==> src/rtl/seg_pkg.sv <==
// Shared 7-segment definitions: off pattern, bit order and hex glyph table.
// Segment vectors are {a,b,c,d,e,f,g}, active-low.
package seg_pkg;

   localparam logic [6:0] SEG_OFF = 7'h7F;

   localparam int SEG_A = 6;
   localparam int SEG_B = 5;
   localparam int SEG_C = 4;
   localparam int SEG_D = 3;
   localparam int SEG_E = 2;
   localparam int SEG_F = 1;
   localparam int SEG_G = 0;

   function automatic logic [6:0] hex_to_seg(input logic [3:0] nib);
      logic [6:0] s;
      s = SEG_OFF;
      case (nib)
         4'h0: s = 7'b0000001;
         4'h1: s = 7'b1001111;
         4'h2: s = 7'b0010010;
         4'h3: s = 7'b0000110;
         4'h4: s = 7'b1001100;
         4'h5: s = 7'b0100100;
         4'h6: s = 7'b0100000;
         4'h7: s = 7'b0001101;
         4'h8: s = 7'b0000000;
         4'h9: s = 7'b0000100;
         4'hA: s = 7'b0001000;
         4'hB: s = 7'b1100000;
         4'hC: s = 7'b0110001;
         4'hD: s = 7'b1000010;
         4'hE: s = 7'b0110000;
         4'hF: s = 7'b0111000;
         default: s = SEG_OFF;
      endcase
      return s;
   endfunction

endpackage

==> src/rtl/hex_seg_decode.sv <==
// Combinational nibble to active-low 7-segment glyph.
module hex_seg_decode
   import seg_pkg::*;
(
   input  logic [3:0] i_nibble,
   output logic [6:0] o_seg
);

   assign o_seg = hex_to_seg(i_nibble);

endmodule

==> src/rtl/seg_scan_driver.sv <==
// Multiplexed common-anode 7-segment scanner with frame-synchronous
// update, blanking, leading-zero suppression and anti-ghost dead time.
module seg_scan_driver
   import seg_pkg::*;
#(
   parameter int NUM_DIGITS = 8,
   parameter int SLOT_CYC   = 100000,
   parameter int DEAD_CYC   = 16
)
(
   input  logic                    clk,
   input  logic                    rst,
   input  logic [4*NUM_DIGITS-1:0] value,
   input  logic [NUM_DIGITS-1:0]   dp_mask,
   input  logic [NUM_DIGITS-1:0]   blank_mask,
   input  logic                    lz_en,
   input  logic                    load,
   output logic [6:0]              seg,
   output logic                    dp,
   output logic [NUM_DIGITS-1:0]   an,
   output logic                    frame_start
);

   localparam int CW = $clog2(SLOT_CYC);
   localparam int IW = $clog2(NUM_DIGITS);
   localparam int VW = 4 * NUM_DIGITS;
   localparam logic [CW-1:0] SLOT_LAST = CW'(SLOT_CYC - 1);
   localparam logic [CW-1:0] DEAD_V    = CW'(DEAD_CYC);
   localparam logic [IW-1:0] IDX_LAST  = IW'(NUM_DIGITS - 1);

   logic [CW-1:0]         r_slot_cnt;
   logic [IW-1:0]         r_idx;
   logic [VW-1:0]         r_pend_val, r_act_val;
   logic [NUM_DIGITS-1:0] r_pend_dp, r_act_dp;
   logic [NUM_DIGITS-1:0] r_pend_bl, r_act_bl;
   logic                  r_pend_lz, r_act_lz;
   logic [6:0]            r_seg;
   logic                  r_dp;
   logic [NUM_DIGITS-1:0] r_an;
   logic                  r_frame_start;

   logic                  w_slot_end;
   logic                  w_wrap;
   logic [NUM_DIGITS-1:0] w_nz;
   logic [NUM_DIGITS-1:0] w_dark;
   logic [3:0]            w_nib;
   logic [6:0]            w_dec_seg;
   logic                  w_lit;
   logic [NUM_DIGITS-1:0] w_an_nxt;

   assign w_slot_end = (r_slot_cnt == SLOT_LAST);
   assign w_wrap     = w_slot_end && (r_idx == IDX_LAST);

   always_ff @(posedge clk) begin
      if (rst) begin
         r_slot_cnt <= '0;
         r_idx      <= '0;
      end else begin
         r_slot_cnt <= w_slot_end ? '0 : r_slot_cnt + CW'(1);
         if (w_slot_end)
            r_idx <= (r_idx == IDX_LAST) ? '0 : r_idx + IW'(1);
      end
   end

   // A load landing on the commit edge bypasses pending straight to active.
   always_ff @(posedge clk) begin
      if (rst) begin
         r_pend_val <= '0;
         r_pend_dp  <= '0;
         r_pend_bl  <= '0;
         r_pend_lz  <= 1'b0;
         r_act_val  <= '0;
         r_act_dp   <= '0;
         r_act_bl   <= '0;
         r_act_lz   <= 1'b0;
      end else begin
         if (load) begin
            r_pend_val <= value;
            r_pend_dp  <= dp_mask;
            r_pend_bl  <= blank_mask;
            r_pend_lz  <= lz_en;
         end
         if (w_wrap) begin
            r_act_val <= load ? value      : r_pend_val;
            r_act_dp  <= load ? dp_mask    : r_pend_dp;
            r_act_bl  <= load ? blank_mask : r_pend_bl;
            r_act_lz  <= load ? lz_en      : r_pend_lz;
         end
      end
   end

   // w_nz[i]: some nibble at position i or above is non-zero.
   always_comb begin
      w_nz   = '0;
      w_dark = '0;
      w_nz[NUM_DIGITS-1] = |r_act_val[VW-1 -: 4];
      for (int i = NUM_DIGITS - 2; i >= 0; i--)
         w_nz[i] = w_nz[i+1] | (|r_act_val[4*i +: 4]);
      w_dark[0] = r_act_bl[0];
      for (int i = 1; i < NUM_DIGITS; i++)
         w_dark[i] = r_act_bl[i] | (r_act_lz & ~w_nz[i]);
   end

   always_comb begin
      w_nib = '0;
      for (int i = 0; i < NUM_DIGITS; i++)
         if (r_idx == IW'(i))
            w_nib = r_act_val[4*i +: 4];
   end

   hex_seg_decode u_dec (
      .i_nibble (w_nib),
      .o_seg    (w_dec_seg)
   );

   assign w_lit = (r_slot_cnt >= DEAD_V) && !w_dark[r_idx];

   always_comb begin
      w_an_nxt = '1;
      if (w_lit)
         w_an_nxt[r_idx] = 1'b0;
   end

   always_ff @(posedge clk) begin
      if (rst) begin
         r_seg         <= SEG_OFF;
         r_dp          <= 1'b1;
         r_an          <= '1;
         r_frame_start <= 1'b0;
      end else begin
         r_seg         <= w_lit ? w_dec_seg : SEG_OFF;
         r_dp          <= ~(w_lit & r_act_dp[r_idx]);
         r_an          <= w_an_nxt;
         r_frame_start <= w_wrap;
      end
   end

   assign seg         = r_seg;
   assign dp          = r_dp;
   assign an          = r_an;
   assign frame_start = r_frame_start;

endmodule

==> config.mk <==
export PLATFORM = sky130hd
export DESIGN_NAME = seg_scan_driver
export DESIGN_NICKNAME = d
export VERILOG_FILES = /design/src/rtl/seg_pkg.sv /design/src/rtl/hex_seg_decode.sv /design/src/rtl/seg_scan_driver.sv
export SDC_FILE = /design/constraint.sdc
export NUM_CORES = 1
export LEC_CHECK = 0
export BUFFER_PORTS_ARGS = -buffer_cell sky130_fd_sc_hd__buf_2
export CORE_ASPECT_RATIO = 1.75
export CORE_MARGIN = 5
export CORE_UTILIZATION = 30
export CTS_CLUSTER_SIZE = 28
export DETAILED_ROUTE_END_ITERATION = 10
export PLACE_DENSITY = 0.58
export REMOVE_ABC_BUFFERS = 1
export SLEW_MARGIN = 25
export SYNTH_ARGS = -nofsm -noshare
export SYNTH_HDL_FRONTEND = slang
export SYNTH_SLANG_ARGS = --single-unit
==> constraint.sdc <==
create_clock -name clk -period 3.6 [get_ports clk]
set_clock_uncertainty 0.15 [all_clocks]
set_input_delay 0.18 -clock clk [delete_from_list [all_inputs] [get_ports clk]]
set_output_delay 0.18 -clock clk [all_outputs]
set_load 0.02 [all_outputs]
## Word-level counts from Yosys, hierarchy flattened

Memories as Yosys holds them, arrays and structs flattened. A register that Yosys moved wholly into a read port is not among the register bits.
Index checks and enable logic that the tools add are counted.

- $add $sub $neg: 2
- $lt $le $gt $ge: 3
- Equal/unequal tests: 8
- Muxes and demuxes: 19
- Bitwise gates (word level): 31
- Reductions and logical operators: 14

Operators by type and width:

| operator | count |
|---|---|
| 32-bit two-way mux | 1 |
| 4-bit two-way mux | 8 |
| 4-bit OR reduction | 7 |
| 17-bit by 1-bit adder with 17-bit output (second input constant) | 1 |
| 17-bit == test (second input constant) | 1 |
| 17-bit by 5-bit >= comparator with 1-bit output (second input constant) | 1 |
| 8-bit two-way mux | 2 |
| 1-bit OR | 13 |
| 3-bit == test (second input constant) | 4 |
| 1-bit NOT | 9 |
| 1-bit AND | 8 |
| 8-bit NOT | 1 |
| 1-bit binary-select mux with 3-bit select | 2 |
| 3-bit by 2-bit == test with 1-bit output (second input constant) | 2 |
| 3-bit by 4-bit < comparator with 1-bit output (second input constant) | 1 |
| 1-bit two-way mux | 4 |
| 2-bit OR reduction | 2 |
| 3-bit by 1-bit adder with 3-bit output (second input constant) | 1 |
| 1-bit demux with 3-bit select | 1 |
| 3-bit by 1-bit == test with 1-bit output (second input constant) | 1 |
| 3-bit by 1-bit >= comparator with 1-bit output (second input constant) | 1 |
| 1-bit logical AND | 3 |
| 3-bit zero test | 1 |
| 3-bit two-way mux | 1 |
| 1-bit zero test | 1 |

- Register bits after elaboration: 128
- Bits in read-only memories: 112
- Input port bits: 52
- Output and inout port bits: 17
- Word-level logic and storage cells: 91
- Memories kept: 1

Memory list:

| memory | words | bits a word | rd ports | clocked after Yosys merged registers in | write ports | RTL line | text |
|---|---|---|---|---|---|---|---|
| (no name shown) | 16 | 7 | 1 | 1 | 0 | seg_pkg.sv:18 | `case (nib)` |

## Depth between registers and ports, before layout

Gate-level depths: netlist of the first run.

- Word-level depth: 16
- Mapped depth: 14
- Depth with buffers taken out: 12

## By module

A second synthesis of the first run with hierarchy kept.

- Cell total of the unflattened synthesis: 582
- Area total of the unflattened synthesis: 5,421.4 um^2

Modules (own cells, without submodules):

| module | times used | cells an instance | area each (um^2) | sequential area each (um^2) |
|---|---|---|---|---|
| seg_scan_driver | 1 | 550 | 5,158.7 | 2,702.6 |
| hex_seg_decode | 1 | 32 | 262.8 | 0.0 |

## Least setup slack after synthesis of the first run

Ideal clock, no wire load.

- Path type: register -> register
- Start: register r_idx[1]
- End: register r_seg[2], in the netlist seg[2]
- Library setup time: 0.114 ns
- Arrival: 2.745 ns
- Data required time: 3.336 ns
- Slack: 0.591 ns
- Stages on the path, launching flop included: 13
- Buffers on the path: 2
- Period minus slack after synthesis: 3.009 ns
- Cell sequence: dfxtp_1 > buf_2 > inv_1 > ha_1 > buf_2 > nand3b_1 > a2111oi_0 > o22ai_1 > a21oi_1 > inv_1 > ha_1 > mux2_2 > a21bo_1

- Word-level cells in the longest chain between the ends: 9
- Elaborated cells on any way between the ends: 22
- Classes of those cells: eq/ne (7); mux (10); bitwise (1); reduce/logical (4)

RTL lines:

| what | RTL line | text |
|---|---|---|
| start, declared | seg_scan_driver.sv:32 | `logic [IW-1:0] r_idx;` |
| start signal, assigned | seg_scan_driver.sv:61 | `r_idx <= (r_idx == IDX_LAST) ? '0 : r_idx + IW'(1);` |
| 3-bit zero test | seg_scan_driver.sv:107 | `if (r_idx == IW'(i))` |
| 4-bit two-way mux (8 in series) | seg_scan_driver.sv:107 |  |
| end, declared | seg_scan_driver.sv:37 | `logic [6:0] r_seg;` |

Parallel ways exist; a longest one is shown, timed or not. The select of a mux whose other input is x is not followed.
A chain may end at the register's enable or synchronous reset.

## Worst setup path after layout of the first run

- Start: register r_idx[1]
- End: register r_seg[3], in the netlist seg[3]

Same word-level chain as after synthesis.

==> results of run 1 <==
-- per-layer routing --
layer	GRT usage [%]	share of wire [%]	vias up
li1	-	-	2273
met5	0	0	-
met4	7.126	3.6	0
met1	13.57	41	2034
met3	3.151	3.6	31
met2	23.08	52	78
-- cell families (layout without fill, tap and decap cells) --
group           after synthesis  after routing  share of synthesized area, %
flops                       135            135                         48.85
simple gates                215            215                         18.41
fa+ha+maj                    14             14                         3.166
xor+xnor                     14             14                         2.216
buf+inv                      53            174                         4.455
mux                          59             59                         11.19
compound gates              106            106                         11.71
-- cell type report --
class                      instances  area [um2]
fill                            1826       10980
sequential                       135        2703
multi-input combinational        408        2595
timing repair buffer             128       925.9
clock buffer                      18       439.2
tap                              234       292.8
clock inverter                    13       147.6
inverter                          15       56.30
-- critical path: stages, from the launching register on --
cell and delay (ps):
dfxtp_1 530, ha_1 240, ha_1 360, nor2_1 70, a221oi_1 250, a31oi_1 120, o21ai_1 350, inv_1 180
ha_1 320, inv_1 60, mux2i_1 70, mux2_2 260, nand2_1 70
-- layout by cell type, fill, tap and decap left out, types with 8 or more instances in the layout --
master	count
nand2_1	64
buf_2	68
nor4_1	9
a21oi_1	17
dlygate4sd3_1	49
o21ai_0	53
clkbuf_16	17
nor2_1	80
ha_1	14
dfxtp_1	135
xor2_1	10
mux2i_1	54
nand4_1	8
nand3_1	16
inv_1	14
buf_4	10
-- sequential cells by signal, summed over array words and instances, names as in the netlist --
signal	flops
dp	1
r_act_dp	8
r_pend_bl	8
r_idx	3
an	8
r_act_bl	8
frame_start	1
r_pend_val	32
r_slot_cnt	17
r_act_lz	1
r_act_val	32
r_pend_dp	8
r_pend_lz	1
seg	7
-- power breakdown --
part	switching (mW)	internal [mW]
clock	0.680	1.04
combinational	0.0878	0.0940
sequential	0.0101	1.53
-- final timing paths --
check	to	slack [ps]	depth (start not counted)
setup / recovery	seg[3]	510	12
hold reg to reg	r_act_dp[2]	300	2
setup reg to reg	seg[3]	510	12
hold / removal	r_pend_bl[0]	110	2
-- per-stage QoR --
step | instance area [um2] | std cells | utilization (%)
after floorplan | 5343 | 558 | -
after global placement | 6082 | 871 | 33.54
after detailed placement | 6082 | 871 | 33.54
after CTS | 7159 | 951 | 39.48
after global routing | 7159 | 951 | 39.48
final | 7159 | 951 | 39.48
==> results.cfg, run 1 <==
[floorplan]
ios = 69
initial_core_util_pct = 30.51
coreArea_um2 = 18140
die_area_um2 = 21370
die_w_um = 112.7
rows = 65
die-height_um = 189.7

[synth]
synth-seq-cells = 135
synth_area_leaders = dfxtp_1 (49%), mux2i_1 (9.8%), nor2_1 (5.4%), o21ai_0 (4.8%), nand2_1 (4.3%)
seq_area_frac_synth_pct = 48.85
synth_top_cell_by_area = dfxtp_1
netlist_top_cells_count = dfxtp_1 (135), nor2_1 (80), nand2_1 (64)
synth_edf_count = 0
netlist_area_um2 = 5533
async_flop_share_pct = 0
synth_top_flop_cell = dfxtp_1
syn_area_per_cell_um2 = 9.283
syn_inst = 596
synth_top_area_share_pct = 48.85
yosysUniqueCellTypes = 59
ys_warn_count = 0
yosysMostFrequentCell = dfxtp_1

[global_routing]
grt_max_degree = 51
gr-usage-all-layers_pct = 12.86
grt_antenna_before_repair = 0
grt_pass1_wl_mm = 21.93
grt-ovfl-total = 0
grt_pass1_vias = 4499

[layout]
syn2layout_area_growth_pct = 29.40
drive_gt1_share_pct = 18.41
diodes = 0
num-nets-final = 771

[cts]
cts_tree = yes
root_buffer = clkbuf_16
clk_pin_slew_ps = 60
clk_path_buf_depth = 2
post_cts_resize_count = 0
cts.sinks = 135
cts_buffers = 17
cts_hold_buf = 49
h-tree-depth = 4
clock_latency_ps = 420
post_cts_buffers = 0

[routing]
num_vias = 4416
drt_pass1_iterations = 4
finalWirelength_mm = 13.38
postRouteAntennaNets = 0
wl_per_cell_um = 14.07
routed_via_density = 4.644
drt_iter0_drc = 163
drc = 0

[sta]
setup_ws_ps = 505.8
min_period_ps = 3094
slew_violations = 0
post-route-period-util_pct = 85.95
setup-tns-final_ps = 0
rsz0062_at_grt = no
setup_viol = 0
tightest_slew_ps = 904.0
max_slew_margin_pct = 39.18
hold_viol_final = 0
hold_slack_ps = 107.1
fmax_ghz = 0.3232

[min_path]
hold_path.class = input port to flop
hp-start = rst

[placement]
gp_congestion = 0.8865
place_ws_ps = 492.4
portBuffers = 68
dp_hpwl_mm = 9.617

[worst_setup_path]
worstPathRequired_ps = 3820
crit_path_start = r_idx[1]
critical_path_class = flop to flop
end_kind = flop
cp.arrival_ps = 3310
crit_fanout = 10
r2r-start = r_idx[1]
startpoint_type = flop

[job]
drv_cap = 0

[power_and_ir_drop]
finalPower_mw = 3.441
worst_ir_drop_vdd_v = 0.0002300
powerDensity_nw_per_um2 = 480.7
p_leak_nw = 2.891

[run_status]
outcome = complete, no violations
Power figures use the tool's default switching activity.
==> run 2: changes to the inputs <==
--- a/config.mk
+++ b/config.mk
@@ -6,12 +6,12 @@
 export NUM_CORES = 1
 export LEC_CHECK = 0
 export BUFFER_PORTS_ARGS = -buffer_cell sky130_fd_sc_hd__buf_2
-export CORE_ASPECT_RATIO = 1.75
 export CORE_MARGIN = 5
-export CORE_UTILIZATION = 30
+export CORE_UTILIZATION = 37
 export CTS_CLUSTER_SIZE = 28
 export DETAILED_ROUTE_END_ITERATION = 10
-export PLACE_DENSITY = 0.58
+export HOLD_SLACK_MARGIN = 0.15
+export PLACE_DENSITY = 0.66
 export REMOVE_ABC_BUFFERS = 1
 export SLEW_MARGIN = 25
 export SYNTH_ARGS = -nofsm -noshare
==> run 2 against run 1 <==
Fmax decreased by 7.7%. Final cell count fell by 3.8%. Die area decreased by 18%. Critical path depth did not move. Utilization rose by 10 points. Setup slack got worse by 260 ps. Via count grew 1.8%. Total power is 0.98% higher. Non-clock buffer count rose by 13.
==> results.cfg, run 2 (synthesized netlist as in run 1, its figures left out) <==
[worst_setup_path]
crit_chain = ha_1 > ha_1 > nor2_1 > a221oi_1 > a31oi_1 > o21ai_1 > inv_1 > ha_1 > inv_1 > mux2i_1 > mux2_2 > nand2_1
startpoint_type = flop
crit_top_cell = ha_1
worstPathRequired_ps = 3800
crit_slowest_cell = dfxtp_1
crit_fanout = 10
critical_path_class = flop to flop
cp.arrival_ps = 3550
end_kind = flop
worst_path_largest_cell_delay_ps = 550

[floorplan]
initial_core_util_pct = 37.92
rows = 44
ios = 69
die_w_um = 132.3
coreArea_um2 = 14590
die-height_um = 132.3
die_area_um2 = 17500

[layout]
syn2layout_area_growth_pct = 30.91
layout.cells.most_common_list = dfxtp_1 (135), nor2_1 (80), buf_2 (68)
final_common_cell = dfxtp_1
drive_gt1_share_pct = 17.65
layoutNonFillerInstCount = 915
diodes = 0
num-nets-final = 784
reg_top3 = r_act_val x32, r_pend_val x32, r_slot_cnt x17

[routing]
drt_iter0_drc = 271
finalWirelength_mm = 13.18
drt_pass1_iterations = 4
wl_per_cell_um = 14.41
num_vias = 4496
drc = 0
routed_via_density = 4.914
postRouteAntennaNets = 0

[global_routing]
gr-usage-all-layers_pct = 15.57
grt_max_degree = 50
grt_pass1_wl_mm = 22.37
grt-ovfl-total = 0
grt_antenna_before_repair = 0
grt_pass1_vias = 4520

[placement]
gp_congestion = 0.8951
place_ws_ps = 306.5
place_inst = 820
dp_hpwl_mm = 9.242
portBuffers = 68

[sta]
setup_ws_ps = 249.2
hold_viol_final = 0
tightest_slew_ps = 724.8
slew_violations = 0
min_period_ps = 3351
post-route-period-util_pct = 93.08
max_slew_margin_pct = 51.23
setup_viol = 0
rsz0062_at_grt = no
fmax_ghz = 0.2984
setup-tns-final_ps = 0

[cts]
clock_latency_ps = 410
clk_path_buf_depth = 2
clk_pin_slew_ps = 60
post_cts_buffers = 0
cts_tree = yes
cts.sinks = 135
root_buffer = clkbuf_16
cts_buffers = 17
h-tree-depth = 4

[power_and_ir_drop]
powerDensity_nw_per_um2 = 479.8
p_leak_nw = 2.988
finalPower_mw = 3.475
worst_ir_drop_vdd_v = 0.0002618

[job]
drv_cap = 0

[run_status]
outcome = complete, no violations

[min_path]
hold_path.class = input port to flop
run 2: cell count changes in the layout (fill, tap and decap cells not counted), sizes merged:
cell | previous run | this run
dlygate4sd3 | 49 | 63
clkbuf | 18 | 23
clkinvlp | 4 | 1
inv | 18 | 15
buf | 79 | 78
bufinv | 2 | 3
clkinv | 4 | 5
run 2: where the power goes:
group / total, mW / internal, mW / switching, mW / leakage [nW]
sequential: 1.54 / 1.53 / 0.0115 / 1.10
combinational: 0.193 / 0.105 / 0.0889 / 1.59
clock: 1.74 / 1.14 / 0.602 / 0.297
total: 3.47 / 2.77 / 0.703 / 2.99
run 2: worst paths after layout:
kind               endpoint  cells after the start  slack (ps)         from
max                  seg[3]                     12         250     r_idx[1]
min          r_pend_val[21]                      3         230         load
max reg2reg          seg[3]                     12         250     r_idx[1]
min reg2reg     r_act_dp[7]                      2         300  r_act_dp[7]
run 2: cell type report:
class,instances,area [um2]
timing repair buffer,141,1059
inverter,15,56.30
clock inverter,9,122.6
tap,184,230.2
sequential,135,2703
fill,1345,7346
multi-input combinational,408,2595
clock buffer,23,478.0
run 2: metal layers:
metal  GRT usage [%]  routed length, um  vias up
li1                -                  -     2296
met1           19.92               6053     2090
met2           25.46               6429       96
met3           4.008                544       14
met4           5.543                157        0
met5               0                  0        -
run 2: per-stage QoR:
stage / hold WS, ps / area, um2 / util [%]
global placement: 288.2 / 6012 / 41.21
floorplan: 101.8 / 5343 / -
global route: 267.6 / 7243 / 49.65
CTS: 230.1 / 7243 / 49.65
detailed placement: 286.7 / 6012 / 41.21
finish: 233.3 / 7243 / 49.65
run 2: timing repair:
action,in CTS,in global routing
hold endpoints to repair,100,0
hold buffers,63,0
resized for setup,0,0
run 2: worst max-delay path, delay by kind of cell, from the launching register on:
kind / cells / cell delay (ps)
AO/OA/AOI/OAI: 3 / 850
AND/OR/NAND/NOR: 2 / 140
adder cells (fa/ha/maj): 3 / 940
multiplexers: 2 / 370
buffers and inverters: 2 / 280
flip-flops: 1 / 550
